==> src/rtl/hilo_div_ctrl_if.sv <==
// EX-stage HI/LO bus: instruction side, divider side and HI/LO read-back.
interface hilo_div_ctrl_if;
  logic        op_valid;
  logic [2:0]  op;
  logic [31:0] rs_data;
  logic [31:0] rt_data;
  logic [63:0] div_result;
  logic [31:0] div_a;
  logic [31:0] div_b;
  logic [1:0]  div_signal;
  logic [31:0] hi;
  logic [31:0] lo;
  logic [31:0] mf_data;
  logic        busy;
  logic        stall;

  modport master (
    output op_valid, op, rs_data, rt_data, div_result,
    input  div_a, div_b, div_signal, hi, lo, mf_data, busy, stall
  );

  modport slave (
    input  op_valid, op, rs_data, rt_data, div_result,
    output div_a, div_b, div_signal, hi, lo, mf_data, busy, stall
  );
endinterface

==> src/rtl/hilo_div_ctrl.sv <==
// HI/LO controller: issues DIVU to the restoring divider, captures its result,
// serves MFHI/MFLO/MTHI/MTLO and stalls the pipeline while a division runs.
//
// state | meaning
// IDLE  | no division in flight; MT writes and DIVU issue accepted
// ISSUE | div_signal=00 for this one cycle; divider samples operands
// WAIT  | divider rounds counting; result captured when counter hits DIV_CYCLES
module hilo_div_ctrl #(
  parameter int DIV_CYCLES = 32
) (
  input  logic     clk,
  input  logic     reset,
  hilo_div_ctrl_if.slave bus
);
  localparam int CW = $clog2(DIV_CYCLES + 1);
  localparam logic [CW-1:0] LAST_ROUND = CW'(DIV_CYCLES);

  localparam logic [2:0] OP_DIVU = 3'b001;
  localparam logic [2:0] OP_MFHI = 3'b010;
  localparam logic [2:0] OP_MTHI = 3'b100;
  localparam logic [2:0] OP_MTLO = 3'b101;

  localparam logic [1:0] SIG_START = 2'b00;
  localparam logic [1:0] SIG_IDLE  = 2'b11;

  typedef enum logic [1:0] {IDLE, ISSUE, WAIT} state_t;

  state_t         state;
  logic [CW-1:0]  counter;
  logic [31:0]    hi_q;
  logic [31:0]    lo_q;
  logic [31:0]    div_a_q;
  logic [31:0]    div_b_q;
  logic [1:0]     div_signal_q;
  logic           busy_q;
  logic           hilo_op;

  always_ff @(posedge clk or negedge reset) begin
    if (!reset) begin
      state        <= IDLE;
      counter      <= '0;
      hi_q         <= '0;
      lo_q         <= '0;
      div_a_q      <= '0;
      div_b_q      <= '0;
      div_signal_q <= SIG_IDLE;
      busy_q       <= 1'b0;
    end else begin
      case (state)
        IDLE: begin
          if (bus.op_valid) begin
            case (bus.op)
              OP_DIVU: begin
                div_a_q      <= bus.rs_data;
                div_b_q      <= bus.rt_data;
                div_signal_q <= SIG_START;
                busy_q       <= 1'b1;
                counter      <= '0;
                state        <= ISSUE;
              end
              OP_MTHI: hi_q <= bus.rs_data;
              OP_MTLO: lo_q <= bus.rs_data;
              default: ;
            endcase
          end
        end
        ISSUE: begin
          // Start must be dropped after one edge or the divider restarts on wrap.
          div_signal_q <= SIG_IDLE;
          counter      <= CW'(1);
          state        <= WAIT;
        end
        WAIT: begin
          if (counter == LAST_ROUND) begin
            hi_q   <= bus.div_result[63:32];
            lo_q   <= bus.div_result[31:0];
            busy_q <= 1'b0;
            state  <= IDLE;
          end else begin
            counter <= counter + 1'b1;
          end
        end
        default: state <= IDLE;
      endcase
    end
  end

  always_comb begin
    hilo_op = 1'b0;
    case (bus.op)
      3'b001, 3'b010, 3'b011, 3'b100, 3'b101: hilo_op = 1'b1;
      default: hilo_op = 1'b0;
    endcase
  end

  // No bypass of div_result: an MF in the capture cycle stalls one extra cycle.
  assign bus.stall      = busy_q & bus.op_valid & hilo_op;
  assign bus.mf_data    = (bus.op == OP_MFHI) ? hi_q : lo_q;
  assign bus.hi         = hi_q;
  assign bus.lo         = lo_q;
  assign bus.div_a      = div_a_q;
  assign bus.div_b      = div_b_q;
  assign bus.div_signal = div_signal_q;
  assign bus.busy       = busy_q;
endmodule

==> src/flat_wrapper.sv <==
// flat-port wrapper written by rule: the top's interface ports become plain ports
module hilo_div_ctrl_flat 
#(
  parameter int DIV_CYCLES = 32
)
  (clk, reset, bus_op_valid, bus_op, bus_rs_data, bus_rt_data, bus_div_result, bus_div_a, bus_div_b, bus_div_signal, bus_hi, bus_lo, bus_mf_data, bus_busy, bus_stall);
  hilo_div_ctrl_if bus_i ();
  input  logic clk;
  input  logic reset;
  input wire logic [$bits(bus_i.op_valid)-1:0] bus_op_valid;
  input wire logic [$bits(bus_i.op)-1:0] bus_op;
  input wire logic [$bits(bus_i.rs_data)-1:0] bus_rs_data;
  input wire logic [$bits(bus_i.rt_data)-1:0] bus_rt_data;
  input wire logic [$bits(bus_i.div_result)-1:0] bus_div_result;
  output wire logic [$bits(bus_i.div_a)-1:0] bus_div_a;
  output wire logic [$bits(bus_i.div_b)-1:0] bus_div_b;
  output wire logic [$bits(bus_i.div_signal)-1:0] bus_div_signal;
  output wire logic [$bits(bus_i.hi)-1:0] bus_hi;
  output wire logic [$bits(bus_i.lo)-1:0] bus_lo;
  output wire logic [$bits(bus_i.mf_data)-1:0] bus_mf_data;
  output wire logic [$bits(bus_i.busy)-1:0] bus_busy;
  output wire logic [$bits(bus_i.stall)-1:0] bus_stall;
  assign bus_i.op_valid = bus_op_valid;
  assign bus_i.op = bus_op;
  assign bus_i.rs_data = bus_rs_data;
  assign bus_i.rt_data = bus_rt_data;
  assign bus_i.div_result = bus_div_result;
  assign bus_div_a = bus_i.div_a;
  assign bus_div_b = bus_i.div_b;
  assign bus_div_signal = bus_i.div_signal;
  assign bus_hi = bus_i.hi;
  assign bus_lo = bus_i.lo;
  assign bus_mf_data = bus_i.mf_data;
  assign bus_busy = bus_i.busy;
  assign bus_stall = bus_i.stall;
  hilo_div_ctrl #(.DIV_CYCLES(DIV_CYCLES)) u_core (.clk(clk), .reset(reset), .bus(bus_i));
endmodule
==> config.mk <==
export PLATFORM = sky130hd
export DESIGN_NAME = hilo_div_ctrl_flat
export DESIGN_NICKNAME = d
export VERILOG_FILES = /design/src/rtl/hilo_div_ctrl_if.sv /design/src/rtl/hilo_div_ctrl.sv /design/src/flat_wrapper.sv
export SDC_FILE = /design/constraint.sdc
export NUM_CORES = 1
export LEC_CHECK = 0
export ABC_AREA = 1
export CORE_UTILIZATION = 30
export CTS_BUF_LIST = sky130_fd_sc_hd__clkbuf_8
export DETAILED_ROUTE_END_ITERATION = 8
export DONT_BUFFER_PORTS = 1
export GPL_ROUTABILITY_DRIVEN = 0
export PLACE_DENSITY = 0.48
export SYNTH_ARGS = -nofsm -noshare
export SYNTH_HDL_FRONTEND = slang
export SYNTH_SLANG_ARGS = --single-unit
export TNS_END_PERCENT = 50
==> constraint.sdc <==
create_clock -name clk -period 1.6 [get_ports clk]
set_input_delay 0.24 -clock clk [delete_from_list [all_inputs] [get_ports clk]]
set_output_delay 0.24 -clock clk [all_outputs]
set_load 0.02 [all_outputs]
==> impl_metrics.py <==
metrics = {
    "cts": {
        "number_of_buffers_created_by_cts": 17,
        "h-tree-depth": 4,
        "clk_pin_slew_ns": 0.09,
        "clk_latency_ns": 0.45,
        "ctsRootBufferMaster": "clkbuf_8",
        "clkSinkCount": 138,
        "cts_hold_repair.buffers": 67,
        "tritoncts": "built",
        "cts_max_path_buffers": 2,
    },
    "grt": {
        "gr-usage-all-layers": 0.207,
        "grt_max_degree": 139,
        "grt_pass1_wl_um": 36700,
        "first_global_vias": 6313,
        "grt_remaining_overflow": 0,
        "antenna_violations_before_repair": 0,
    },
    "floorplan": {
        "num_rows": 54,
        "chipHeight_um": 153,
        "die-area_mm2": 0.0233,
        "core_area_mm2": 0.0220,
        "floorplan.initialDensity": 0.309,
        "die_width_um": 153,
        "ios": 298,
    },
    "placement": {
        "hpwl_reported_at_the_end_of_detailed_placement_um": 15300,
        "dp_cells": 1142,
        "port-buffer-count": 0,
    },
    "timing": {
        "slew_viol_final": 0,
        "timing.final.crit_period_ns": 1.64,
        "worst_hold_slack_ns": -0.522,
        "rsz_0062_raised_after_global_routing": "yes",
        "fin_ws_ns": -0.0429,
        "timing_worst_slew_pin_value_ns": 0.307,
        "clock-skew-final_ns": 0.0133,
        "timing.final.setup_violations": 63,
        "maxClockFrequency_mhz": 609,
        "final_min_period_over_clock_period": 1.03,
        "finalHoldViolations": 138,
        "relSlewSlack": 0.795,
    },
    "layout": {
        "final_common_cell": "nand2_1",
        "area_growth_syn_to_layout_pct": 29.2,
        "finalCoreUtilization": 0.399,
        "final_cells": 1252,
        "finalNetCount": 1100,
        "antenna_cells_inserted": 0,
        "layout_common_cells": "515 x nand2_1, 116 x dfrtp_1, 67 x dlygate4sd3_1",
        "fillCellCount": 2275,
        "proportion_of_layout_cells_with_a_drive_suffix_above_1": 0.166,
    },
    "worst_setup_path": {
        "worst_path_most_repeated_cell": "nand2_1",
        "critical_path.startpoint": "u_core.state[1]",
        "critical_path.max_fanout": 6,
        "max_stage_delay_ns": 0.40,
        "arrival_ns": 1.99,
        "timing.rr.start": "u_core.state[1]",
        "critical_path_required_ns": 1.94,
        "crit_path_end_kind": "register",
        "timing.critical_path.from_type": "register",
        "crit_slowest_cell": "dfrtp_1",
        "setup.worst_path.class": "reg -> reg",
        "crit_path_cell_trace": "buf_4 > ha_4 > inv_6 > o21ai_4 > buf_12 > nand3_4 > clkbuf_16 > nand2_1 > nand2_1",
    },
    "detailed_routing": {
        "drt-pass1-iter-count": 9,
        "avgViaCountPerCell": 4.94,
        "drc": 20,
        "initialDrtViolationCount": 464,
        "routedWlPerCell_um": 19.3,
        "antenna_violating_nets_post_route": 0,
        "postRouteWirelength_um": 24100,
        "detailroute.via_count": 6188,
    },
    "yosys": {
        "syn-mean-instance-area_um2": 7.81,
        "netlist.top_cell.by_area": "dfrtp_1",
        "synthDominantCellAreaShare": 0.504,
        "post_synthesis_instance_area_mm2": 0.00680,
        "ys_seq_elements": 138,
        "yosysWarnings": 0,
        "yosys-top-cells-area": "dfrtp_1 50%, nand2_1 29%, nand4_1 6.1%",
        "synth-seq-area-share": 0.508,
        "synth_cell_type_count": 22,
        "netlist_instances": 871,
        "postSynthNetCount": 1012,
    },
    "power": {
        "ir_drop_v": 0.000694,
        "leakage_uw": 0.00453,
        "power.density_mw_per_mm2": 2030,
    },
    "run_status": {
        "status": "finished with violations",
        "failed_checks": "DRC, hold timing, setup timing",
    },
    "flow_run": {
        "drv.max_cap_violation_count": 0,
    },
    "worst_hold_path": {
        "holdCritPathClass": "in -> async",
    },
}
metrics by stage:
| stage | power, uW | hold WS (ns) | area [um^2] | setup TNS (ns) | worst slack, ns |
|---|---|---|---|---|---|
| floorplan | 12000 | -0.0556 | 6800 | 0 | 0.0160 |
| global placement | 14400 | -0.0503 | 7460 | -4.61 | -0.0825 |
| detailed placement | 14400 | -0.0495 | 7460 | -9.97 | -0.120 |
| CTS | 17800 | -0.561 | 8640 | -0.205 | -0.0222 |
| global route | 19100 | -0.570 | 8790 | -7.12 | -0.136 |
| finish | 17900 | -0.522 | 8790 | -1.52 | -0.0429 |
where the power goes:
part	switching (uW)	leakage, uW	internal [uW]
Sequential	3370	0.00172	5130
Combinational	3950	0.00263	2660
Clock	1500	0.000181	1280
worst max-delay path: cells and delay by family, from the launching register on:
family	cells	cell delay, ns
adder cells (fa/ha/maj)	1	0.16
AND/OR/NAND/NOR	3	0.25
buffers and inverters	4	0.54
flip-flops	1	0.40
AO/OA/AOI/OAI	1	0.17
routing by layer:
metal | GRT usage | wire (um) | up-vias
met5 | 0 | 0 | -
met2 | 0.338 | 11400 | 239
met3 | 0.0478 | 1630 | 24
li1 | - | - | 2960
met1 | 0.268 | 10700 | 2965
met4 | 0.0741 | 376 | 0
worst paths after layout:
path                                   endpoint  slack [ns]  cells after the start
setup / recovery              u_core.bus.lo[28]       -0.04                      9
hold / removal             u_core.bus.div_a[10]       -0.52                      0
setup reg to reg              u_core.bus.lo[28]       -0.04                      9
hold reg to reg               u_core.counter[4]        0.53                      2
max in group asynchronous     u_core.bus.hi[28]        1.89                      0
min in group clk               u_core.bus.lo[5]        0.03                      4
kinds of logic (layout without fill, tap and decap cells):
kind of cell	count (synthesis)	in the layout	synth area share
mux	32	32	0.0530
flops	138	138	0.508
simple gates	616	616	0.368
buf+inv	70	171	0.0511
compound gates	8	8	0.00680
fa+ha+maj	7	7	0.0129
layout make-up:
| cell class | instances | area, um^2 | area share |
|---|---|---|---|
| flip-flops and latches | 138 | 3480 | 0.396 |
| clock inverters | 14 | 124 | 0.0141 |
| inverters | 15 | 61.3 | 0.00697 |
| multi-input cells | 663 | 3090 | 0.352 |
| clock buffers | 18 | 248 | 0.0282 |
| repair buffers | 124 | 1440 | 0.163 |
| well taps | 280 | 350 | 0.0398 |
sequential cells by signal (all words and copies together) (netlist names):
name	count
u_core.bus.div_a	32
u_core.bus.div_b	32
u_core.bus.hi	32
u_core.bus.lo	32
u_core.counter	6
u_core.state	2
u_core.bus.busy	1
u_core.bus.div_signal	1
synth_stat cells (all sizes together):
library cell  count
nand2           522
nand4            66
nor4              1
nor2             14
nand3            12
ha                7
nand3b            1
a21oi             3
clkbuf           12
o21ai             4
dfrtp           137
o211ai            1
buf              43
inv              15
dfstp             1
mux2             32
timing repair:
action | CTS | global route
setup buffers | 1 | 4
endpoints found under the hold margin | 205 | 138
endpoints found under the setup margin | 141 | 131
resized for setup | 17 | 23
pin swaps | 1 | 2
gates cloned | 2 | 4
Note: power is estimated with default switching activity, not from simulation.
